$ cat src/rtl/lane_queue_sensor.sv
// Eight-lane queue occupancy tracker with timed departures on green and a
// single-request emergency arbiter that holds a lane until it is empty and green.
module lane_queue_sensor #(
  parameter int DEPART_CYCLES = 2
) (
  input  logic        clk,
  input  logic        rst,
  input  logic [7:0]  carArrive,
  input  logic [7:0]  emgArrive,
  input  logic [7:0]  trafficLightOutput,
  output logic [63:0] lanes,
  output logic        emgSignal,
  output logic [7:0]  emgLane,
  output logic [7:0]  overflow
);

  localparam logic [3:0] LAST = 4'(DEPART_CYCLES - 1);

  typedef enum logic [1:0] {IDLE, ALERT, CLEAR} emgState_t;

  emgState_t   state, stateNext;
  logic [3:0]  count [8];
  logic [3:0]  countNext [8];
  logic [3:0]  timer [8];
  logic [3:0]  timerNext [8];
  logic [7:0]  arrive, depart;
  logic [7:0]  pending, pendingNext;
  logic [7:0]  servedLane, servedNext;
  logic        again, againNext;
  logic [7:0]  overflowNext;
  logic [63:0] lanesNext;
  logic [3:0]  selCount;
  logic        selGreen;
  logic [7:0]  request;

  function automatic logic [7:0] thermo(input logic [3:0] c);
    return 8'((9'd1 << c) - 9'd1);
  endfunction

  function automatic logic [7:0] lowestOne(input logic [7:0] v);
    return v & (~v + 8'd1);
  endfunction

  assign arrive  = carArrive | emgArrive;
  assign request = pending | emgArrive;

  always_comb begin
    depart = '0;
    for (int k = 0; k < 8; k++)
      depart[k] = trafficLightOutput[k] && (timer[k] == LAST) && (count[k] != 4'd0);
  end

  // Per-lane occupancy and departure timer
  always_comb begin
    overflowNext = overflow;
    lanesNext    = '0;
    for (int k = 0; k < 8; k++) begin
      countNext[k] = count[k];
      timerNext[k] = 4'd0;
      if (trafficLightOutput[k]) begin
        if (timer[k] == LAST)
          timerNext[k] = depart[k] ? 4'd0 : LAST;
        else
          timerNext[k] = 4'(timer[k] + 4'd1);
      end
      if (arrive[k] && !depart[k]) begin
        if (count[k] == 4'd8)
          overflowNext[k] = 1'b1;
        else
          countNext[k] = 4'(count[k] + 4'd1);
      end else if (depart[k] && !arrive[k]) begin
        countNext[k] = 4'(count[k] - 4'd1);
      end
      lanesNext[8*k +: 8] = thermo(countNext[k]);
    end
  end

  always_comb begin
    selCount = 4'd0;
    for (int k = 0; k < 8; k++)
      if (servedLane[k]) selCount = count[k];
    selGreen = |(servedLane & trafficLightOutput);
  end

  // Emergency arbiter: a re-arrival on the lane in service is remembered in
  // 'again' so the served bit is restored instead of cleared at CLEAR.
  always_comb begin
    stateNext   = state;
    servedNext  = servedLane;
    pendingNext = pending | emgArrive;
    againNext   = again;
    case (state)
      IDLE: begin
        againNext = 1'b0;
        if (|request) begin
          servedNext = lowestOne(request);
          stateNext  = ALERT;
        end
      end
      ALERT: begin
        if (|(emgArrive & servedLane)) againNext = 1'b1;
        if (selCount == 4'd0 && selGreen) stateNext = CLEAR;
      end
      CLEAR: begin
        pendingNext = (pending & ~servedLane) | emgArrive | (again ? servedLane : 8'd0);
        againNext   = 1'b0;
        stateNext   = IDLE;
      end
      default: stateNext = IDLE;
    endcase
  end

  always_ff @(posedge clk or posedge rst) begin
    if (rst) begin
      state      <= IDLE;
      pending    <= '0;
      servedLane <= '0;
      again      <= 1'b0;
      overflow   <= '0;
      lanes      <= '0;
      emgSignal  <= 1'b0;
      emgLane    <= '0;
      for (int k = 0; k < 8; k++) begin
        count[k] <= 4'd0;
        timer[k] <= 4'd0;
      end
    end else begin
      state      <= stateNext;
      pending    <= pendingNext;
      servedLane <= servedNext;
      again      <= againNext;
      overflow   <= overflowNext;
      lanes      <= lanesNext;
      emgSignal  <= (stateNext == ALERT);
      emgLane    <= (stateNext == ALERT) ? servedNext : 8'd0;
      for (int k = 0; k < 8; k++) begin
        count[k] <= countNext[k];
        timer[k] <= timerNext[k];
      end
    end
  end

endmodule

$ cat config.mk
export PLATFORM = sky130hd
export DESIGN_NAME = lane_queue_sensor
export DESIGN_NICKNAME = d
export VERILOG_FILES = /design/src/rtl/lane_queue_sensor.sv
export SDC_FILE = /design/constraint.sdc
export NUM_CORES = 1
export LEC_CHECK = 0
export CORE_ASPECT_RATIO = 1.1
export CORE_MARGIN = 2
export CORE_UTILIZATION = 55
export DETAILED_ROUTE_END_ITERATION = 10
export GPL_TIMING_DRIVEN = 0
export HOLD_SLACK_MARGIN = 0.1
export PLACE_DENSITY = 0.79
export REMOVE_ABC_BUFFERS = 1
export SKIP_LAST_GASP = 1
export SLEW_MARGIN = 20
export SYNTH_ARGS = -nofsm -noshare
export SYNTH_HDL_FRONTEND = slang
export SYNTH_SLANG_ARGS = --single-unit
$ cat constraint.sdc
create_clock -name clk -period 7.4 [get_ports clk]
set_clock_uncertainty 0.2 [all_clocks]
set_input_delay 1.11 -clock clk [delete_from_list [all_inputs] [get_ports clk]]
set_output_delay 1.11 -clock clk [all_outputs]
set_load 0.01 [all_outputs]
======== Yosys cells after proc, flatten, opt, wreduce, memory -nomap -nowiden ========
Index checks and enable logic that the tools add are counted.
storage, ports and cells
  register bits after elaboration ......... 164
  bits of input ports ..................... 26
  output and inout bits ................... 81
  logic and storage cells ................. 241
cells by class
  $add $sub $neg .......................... 33
  equality and inequality tests ........... 20
  shifts and indexed selects .............. 8
  muxes and demuxes ....................... 66
  bitwise operators ....................... 10
  reductions and logical operators ........ 73
operator list
  kind                 count
  $mux 4               48
  $add 4x1->4 const B  16
  $shl 1x4->8 const A  8
  $sub 8x1->8 const B  8
  $mux 8               5
  $logic_and 1x1->1    33
  $and 8x8->8          4
  $eq 4x1->1 const B   8
  $eq 4x4->1 const B   8
  $or 8x8->8           4
  $reduce_bool 4->1    8
  $sub 4x1->4 const B  8
  $reduce_or 8->1      3
  $reduce_and 2->1     9
  $logic_not 1->1      16
  $not 8->8            2
  $mux 1               9
  $add 8x1->8 const B  1
  $eq 2x1->1 const B   2
  $logic_not 4->1      1
  $mux 2               2
  $pmux 2 s2           1
  $eq 2x2->1 const B   1
  $logic_not 2->1      1
  other kinds (4)      4

======== Logic depth before layout (Yosys ltp) ========
Gate-level depths: netlist of run 1.
  depth after elaboration ................. 14
  gate-level depth with buffers ........... 14
  depth with buffers taken out ............ 13

======== Worst setup path after synthesis of run 1 ========
OpenSTA, ideal clock, no wires.
  path type ............................... in2reg
  start ................................... input port carArrive[7]
  end ..................................... register lanes[62]
  setup time .............................. 0.126 ns
  arrival ................................. 3.494 ns
  slack ................................... 3.580 ns
  stages on the path ...................... 10
  path buffers ............................ 1
  cells stage by stage .................... buf_2 > or4_4 > o311ai_4 > o211ai_2 > or2_1 > or3_1 > ha_1 > inv_1 > o31ai_1 > a311o_1
RTL lines
  item                    RTL line  text
  start: declaration      8         input logic [7:0] carArrive,
  end signal: assignment  133       lanes <= lanesNext;
  end: declaration        11        output logic [63:0] lanes,

==> summary.md, run 1 <==
| Metric | Value |
|---|---|
| Status | finished clean |
| Root Buffer | clkbuf_16 |
| Final Hold Viols | 0 |
| TritonCTS Buffers | 17 |
| CP Class | in2reg |
| Area growth from synthesis to layout | 21.2% |
| First-pass GRT wire length | 31.4 mm |
| Resized cells post-CTS | 0 |
| Setup TNS | 0 ns |
| Total gr overflow | 0 |
| Total chip power | 4.68 mW |
| Syn avg cell area | 10.3 µm² |
| I/O pin total | 107 |
| Int Pwr | 2.82 mW |
| Max_slew headroom | 0.302 |
| Initial antenna violation count | 0 |
| CTS sink count | 164 |
| Maximum clock rate | 232 MHz |
| Switch Pwr | 1.86 mW |
| Initial core utilization | 0.562 |
| Logic pwr share | 0.480 |
| Synth area leaders | dfrtp_1 46%, ha_1 5.7%, inv_1 2.7%, nor2b_1 2.3%, xnor2_1 2.2% |
| RePlAce Congestion | 0.830 |
| Clk slew on worst S/H paths | 0.06 ns |
| Placed wire-length estimate | 12.9 mm |
| Ys async rst share | 1.00 |
| Sequential-to-total area share from yosys stat | 0.464 |
| Diodes inserted | 0 |
| Unrepaired setup endpoints after global routing | false |
| Tot GR Track Use | 0.224 |
| Synth Cell Area | 8840 µm² |
| Worst Tran Pin Value | 1.04 ns |
| #FFs+latches synth | 164 |
| Maximum clock insertion buffer count | 2 |
| Slew Viols, Final | 0 |
| CTS tree | built |
| Crit. End Element | flip-flop |
| Avg WL per Cell | 15.8 µm |
| Die Width | 125 µm |
| Routed vias | 6902 |
| Final min period | 4.31 ns |
| Startpoint types | input port |
| FP Rows | 48 |
| Crit share post-route | 0.582 |
| Post-synth EDFFs | 0 |
| Clk Latency, worst-skew pair | 0.43 ns |
| Leading area contributor after synthesis | dfrtp_1 |
| # DRC | 0 |
| # setup viols final | 0 |
| Die area | 17100 µm² |
| Share of the synthesized area in the top cell type | 0.464 |
| Leak Pwr | 4.31 nW |
| Pre-antenna DRT Iters | 5 |
| Filler cells | 1177 |
| Hold Path Class | reg2reg |
| Peak VDD IR | 0.216 mV |
| Layout cell share with drive strength beyond 1 | 0.0783 |
| Most numerous cell in the Yosys netlist | dfrtp_1 |
| 1st-iter DRT viols | 379 |
| Routed WL | 18.5 mm |
| Post-CTS Setup Inserts | 0 |
| Vias per Instance | 5.89 |
| IO Port Bufs | 106 |
| Core footprint | 15700 µm² |
| Netlist cell types | 83 |
| Seq. cell area | 4100 µm² |
| WP data required | 7.56 ns |
| Primary FF master, synth | dfrtp_1 |
| PD cells | 437 nW/µm² |
| Flop pwr share | 0.321 |
| Switch share | 0.397 |
| H-tree levels | 4 |
| Syn. warnings | 0 |
| CP Data Arrival Time | 4.47 ns |
| Leading cell types by count after synthesis | 164 x dfrtp_1, 63 x inv_1, 47 x nand2_1 |
| Cells after synthesis | 856 |
| Crit-path max FO | 12 |
| Number of global-route vias before repair | 6726 |
| Largest net degree at the start of global routing | 104 |
| Die Height | 137 µm |
| Max_cap viols | 0 |
| Clk pwr share | 0.199 |
| ANT nets after route | 0 |
| Hold_buf cts | 0 |
| Final #Nets | 1024 |
| Area occupied by multi-input gates | 4390 µm² |
worst paths after layout:
path | cells past startpoint | from | to | slack [ns]
worst max-delay path | 11 | emgArrive[3] | lanes[28] | 3.09
worst min-delay path | 1 | overflow[4] | overflow[4] | 0.27
worst max register to register | 11 | timer[5] | lanes[54] | 3.79
worst min register to register | 1 | overflow[4] | overflow[4] | 0.27
max in group asynchronous | 3 | rst | lanes[27] | 5.23
min in group asynchronous | 2 | rst | lanes[38] | 1.02
layout by cell type, fill, tap and decap left out, types with 7 or more instances in the layout:
master,synthesis,layout
dfrtp_1,164,164
clkdlybuf4s50_1,0,106
inv_1,63,62
nand2_1,47,47
nor2_1,45,45
ha_1,40,40
nand3_1,38,38
nor2b_1,32,32
o21ai_0,29,29
xnor2_1,22,22
o211ai_1,21,21
and2_1,18,18
nand4_1,17,17
clkbuf_16,0,17
nor3b_1,16,16
nor3_1,13,13
a21boi_0,13,13
nand2b_1,13,13
or3b_1,12,12
a21oi_1,12,12
mux2i_1,12,12
a22oi_1,11,11
nand4bb_1,10,10
a41o_1,10,10
o21a_1,9,9
a311o_1,9,9
nor4_1,8,8
a31oi_1,8,8
or2_2,7,7
xor2_1,7,7
per-stage QoR:
stage,area (µm²),util,hold WS [ns],std cells,setup WS (ns)
2_1_floorplan,8740,-,0.288,832,1.66
3_3_place_gp,10000,0.639,0.251,1138,-0.507
3_5_place_dp,10100,0.641,0.257,1139,2.67
4_1_cts,10700,0.681,0.272,1171,3.13
5_1_grt,10700,0.681,0.286,1171,2.91
6_report,10700,0.681,0.265,1171,3.09
registers in the layout, summed over array words and instances, names as in the netlist:
signal,count
again,1
count,32
emgLane,8
emgSignal,1
lanes,64
overflow,8
pending,8
servedLane,8
state,2
timer,32
metal layers:
layer | GRT usage | routed length, µm
met1 | 0.281 | 8330
met2 | 0.379 | 9020
met3 | 0.0504 | 788
met4 | 0.0889 | 352
met5 | 0 | 0
power by group through the flow:
stage                     Sequential (mW)  Clock [mW]  Combinational (mW)
after floorplan                      1.54           0                1.45
after global placement               1.51           0                2.16
after detailed placement             1.52           0                2.23
after CTS                            1.50       0.947                2.25
after global routing                 1.55       0.986                2.51
final                                1.51       0.933                2.25
worst max-delay path, cell delays in order:
cell and delay [ns]:
clkdlybuf4s50_1 0.65, or4_1 0.60, o311ai_2 0.33, o211ai_2 0.21, or2_1 0.30, or3b_1 0.36, ha_1 0.23, inv_1 0.14
nand2_1 0.06, or4_1 0.40, nand3_1 0.09
cell families after synthesis:
logic type / Yosys count / synth area share
buffers and inverters: 90 / 0.0396
DFF: 164 / 0.464
adders and majority gates: 40 / 0.0566
xor gates and xnor gates: 30 / 0.0306
muxes: 13 / 0.0149
AOI/OAI and AO/OA: 191 / 0.168
and+or+nand+nor: 328 / 0.226
area by class of cell:
class | instances | share of cell area
flip-flops and latches | 164 | 0.383
repair buffers | 107 | 0.102
well taps | 200 | 0.0234
inverters | 66 | 0.0238
clock buffers | 19 | 0.0413
multi-input cells | 602 | 0.410
clock inverters | 13 | 0.0169
Power figures use the tool's default switching activity.
==> run 2: changes to the inputs <==
clock period = 4 ns   (was 7.4 ns; I/O delays follow)
==> results of run 2 <==
The final DEF is identical to that of run 1. Status: finished clean.
Main changes from that run: setup slack after placement 2.67 ns -> -0.222 ns; setup slack after layout 3.09 ns -> 0.202 ns; register-to-register setup slack 3.79 ns -> 0.39 ns; total power 4.68 mW -> 8.67 mW; worst IR drop on VDD 0.216 mV -> 0.400 mV
==> run 3: changes to the inputs <==
CORE_UTILIZATION = 51   (was 55)
PLACE_DENSITY = 0.77   (was 0.79)
clock period = 3 ns   (was 4 ns; I/O delays follow)
==> run 3 against run 2 <==
  * The run now ends with setup timing left
  * Sequential share of layout area fell by 4.7 points
  * Hold slack got worse by 0.017 ns
  * Wire length is 17% higher
  * Non-clock buffer count grew 77
  * Die area rose by 7.6%
  * Largest cell class unchanged
  * Highest routed layer unchanged
==> summary.md, run 3 (same netlist as run 1, synthesis figures left out) <==
| Metric | Value |
|---|---|
| Initial antenna violation count | 0 (unchanged) |
| DP Area | 10100 µm² (about the same) |
| I/O pin total | 107 (unchanged) |
| Commonest non-fill, non-tap cells in the layout | 160 x dfrtp_1, 96 x clkdlybuf4s50_1, 75 x buf_4, 46 x inv_1, 43 x nand2_1 (was 164 x dfrtp_1, 106 x clkdlybuf4s50_1, 62 x inv_1, 47 x nand2_1, 45 x nor2_1) |
| Worst Tran Pin Value | 1.03 ns (was 1.04 ns) |
| PD cells | 1130 nW/µm² (was 809 nW/µm²) |
| Final #Nets | 1101 (was 1024) |
| Slew Viols, Final | 0 (unchanged) |
| CP Class | in2reg (unchanged) |
| Clk Latency, worst-skew pair | 0.43 ns (about the same) |
| Total gr overflow | 0 (unchanged) |
| Cell Count, Final, Fillers Out | 1282 (was 1171) |
| Largest regs | lanes x64, count x32, timer x32 (unchanged) |
| Die Width | 130 µm (was 125 µm) |
| Crit-path max FO | 12 (unchanged) |
| CTS sink count | 164 (unchanged) |
| TritonCTS Buffers | 17 (unchanged) |
| Area growth from synthesis to layout | 38.2% (was 21.2%) |
| Routed vias | 7379 (was 6902) |
| Layout cell share with drive strength beyond 1 | 0.272 (was 0.0783) |
| CTS tree | built (unchanged) |
| Final min period | 3.13 ns |
| Crit. End Element | flip-flop (unchanged) |
| Most common cell after layout, fill and taps aside | dfrtp_1 (unchanged) |
| Fin Hold WS | 0.248 ns (was 0.265 ns) |
| Largest net degree at the start of global routing | 107 (was 104) |
| Leak Pwr | 4.89 nW (was 4.31 nW) |
| Clk slew on worst S/H paths | 0.07 ns (was 0.06 ns) |
| Initial core utilization | 0.519 (was 0.562) |
| # setup viols final | 5 (was 0) |
| Hold Path Class | in2async (was reg2reg) |
| Die Height | 142 µm (was 137 µm) |
| First-pass GRT wire length | 33.0 mm (was 31.4 mm) |
| Flip-flop count of the largest register after layout | 64 (unchanged) |
| Crit share post-route | 1.04 |
| Startpoint types | input port (unchanged) |
| Tot GR Track Use | 0.221 (was 0.224) |
| Placed wire-length estimate | 13.0 mm (was 12.9 mm) |
| Vias per Instance | 5.76 (was 5.89) |
| Pre-antenna DRT Iters | 5 (unchanged) |
| Worst setup margin | -0.134 ns (was 0.202 ns) |
| ANT nets after route | 0 (unchanged) |
| Maximum clock rate | 319 MHz |
| 1st-iter DRT viols | 365 (was 379) |
| Hold_buf cts | 0 (unchanged) |
| Max_cap viols | 0 (unchanged) |
| Max_slew headroom | 0.313 (was 0.302) |
| Post-route cell area | 12200 µm² (was 10700 µm²) |
| # DRC | 0 (unchanged) |
| Root Buffer | clkbuf_16 (unchanged) |
| Setup TNS | -0.459 ns (was 0 ns) |
| IO Port Bufs | 106 (unchanged) |
| H-tree levels | 4 (unchanged) |
| Maximum clock insertion buffer count | 2 (unchanged) |
| Avg WL per Cell | 16.8 µm (was 15.8 µm) |
| Core footprint | 17000 µm² (was 15700 µm²) |
| Status | finished with violations (was finished clean) |
| Final Hold Viols | 0 (unchanged) |
| Diodes inserted | 0 (unchanged) |
| Die area | 18400 µm² (was 17100 µm²) |
| Routed WL | 21.6 mm (was 18.5 mm) |
| RePlAce Congestion | 0.870 (was 0.830) |
| Unrepaired setup endpoints after global routing | true (was false) |
| Cells after DPL | 1173 (was 1139) |
| Number of global-route vias before repair | 6892 (was 6726) |
| WP data required | 3.16 ns (was 4.16 ns) |
| CP Data Arrival Time | 3.29 ns (was 3.96 ns) |
| Peak VDD IR | 0.728 mV (was 0.400 mV) |
| Top reg by flops | lanes (unchanged) |
| FP Rows | 50 (was 48) |
| Violated checks | setup timing |
## run 3: cell types whose count changed in the layout (fill, tap and decap cells not counted), moves of 7 or more
cell and delta:
nand3_1 -10, inv_2 +13, ha_4 +13, nor2_1 -7, ha_1 -19, nand3_2 +7, buf_4 +75, xnor2_1 -7
clkdlybuf4s50_1 -10, or3b_4 +9, inv_1 -16, or3b_1 -9
## run 3: timing repair
action,4_1_cts,5_1_grt
resized for setup,88,110
buffers inserted,40,37
setup endpoints to repair,35,26
pin swaps,35,44
## run 3: critical path: stages
cell,delay (ns)
dlygate4sd2_1,0.40
or2_2,0.40
a22oi_1,0.46
o211ai_4,0.15
or2_1,0.25
or3b_4,0.39
ha_4,0.18
inv_4,0.06
nand2_1,0.04
or4_1,0.42
nand3_1,0.10
## run 3: power breakdown
part           switching [mW]  internal (mW)
registers               0.716           3.04
clock network           0.898           1.38
logic                    3.91           3.93
## run 3: worst paths after layout
kind / startpoint / endpoint / slack (ns) / depth (start not counted)
worst max register to register: count[4] / lanes[52] / -0.13 / 11
worst max-delay path: emgArrive[3] / lanes[28] / -0.13 / 11
worst min-delay path: rst / lanes[49] / 0.25 / 2
worst min register to register: overflow[7] / overflow[7] / 0.27 / 1
min in group clk: trafficLightOutput[3] / timer[18] / 0.26 / 2
max in group asynchronous: rst / count[24] / 1.45 / 3
## run 3: cell type report
| cell class | count | area [µm²] |
|---|---|---|
| Sequential cell | 164 | 4110 |
| Multi-Input combinational cell | 602 | 5250 |
| Fill cell | 1178 | 4800 |
| Clock inverter | 10 | 145 |
| Inverter | 66 | 263 |
| Timing Repair Buffer | 184 | 1690 |
| Clock buffer | 22 | 474 |
| Tap cell | 234 | 293 |
## run 3: metal layers
layer  GRT usage  wire (µm)  up-vias
met5           0          0        -
met4      0.0804        409        0
met3      0.0380        754       33
met2       0.368      11100      164
met1       0.290       9280     3667
li1            -          -     3515
## run 3: through the flow
step	utilization	setup slack (ns)	total power, mW
finish	0.718	-0.134	13.9
global route	0.718	-0.261	14.8
CTS	0.672	-0.115	12.6
detailed placement	0.595	-1.07	9.23
global placement	0.593	-4.24	9.06
floorplan	-	-2.08	7.39
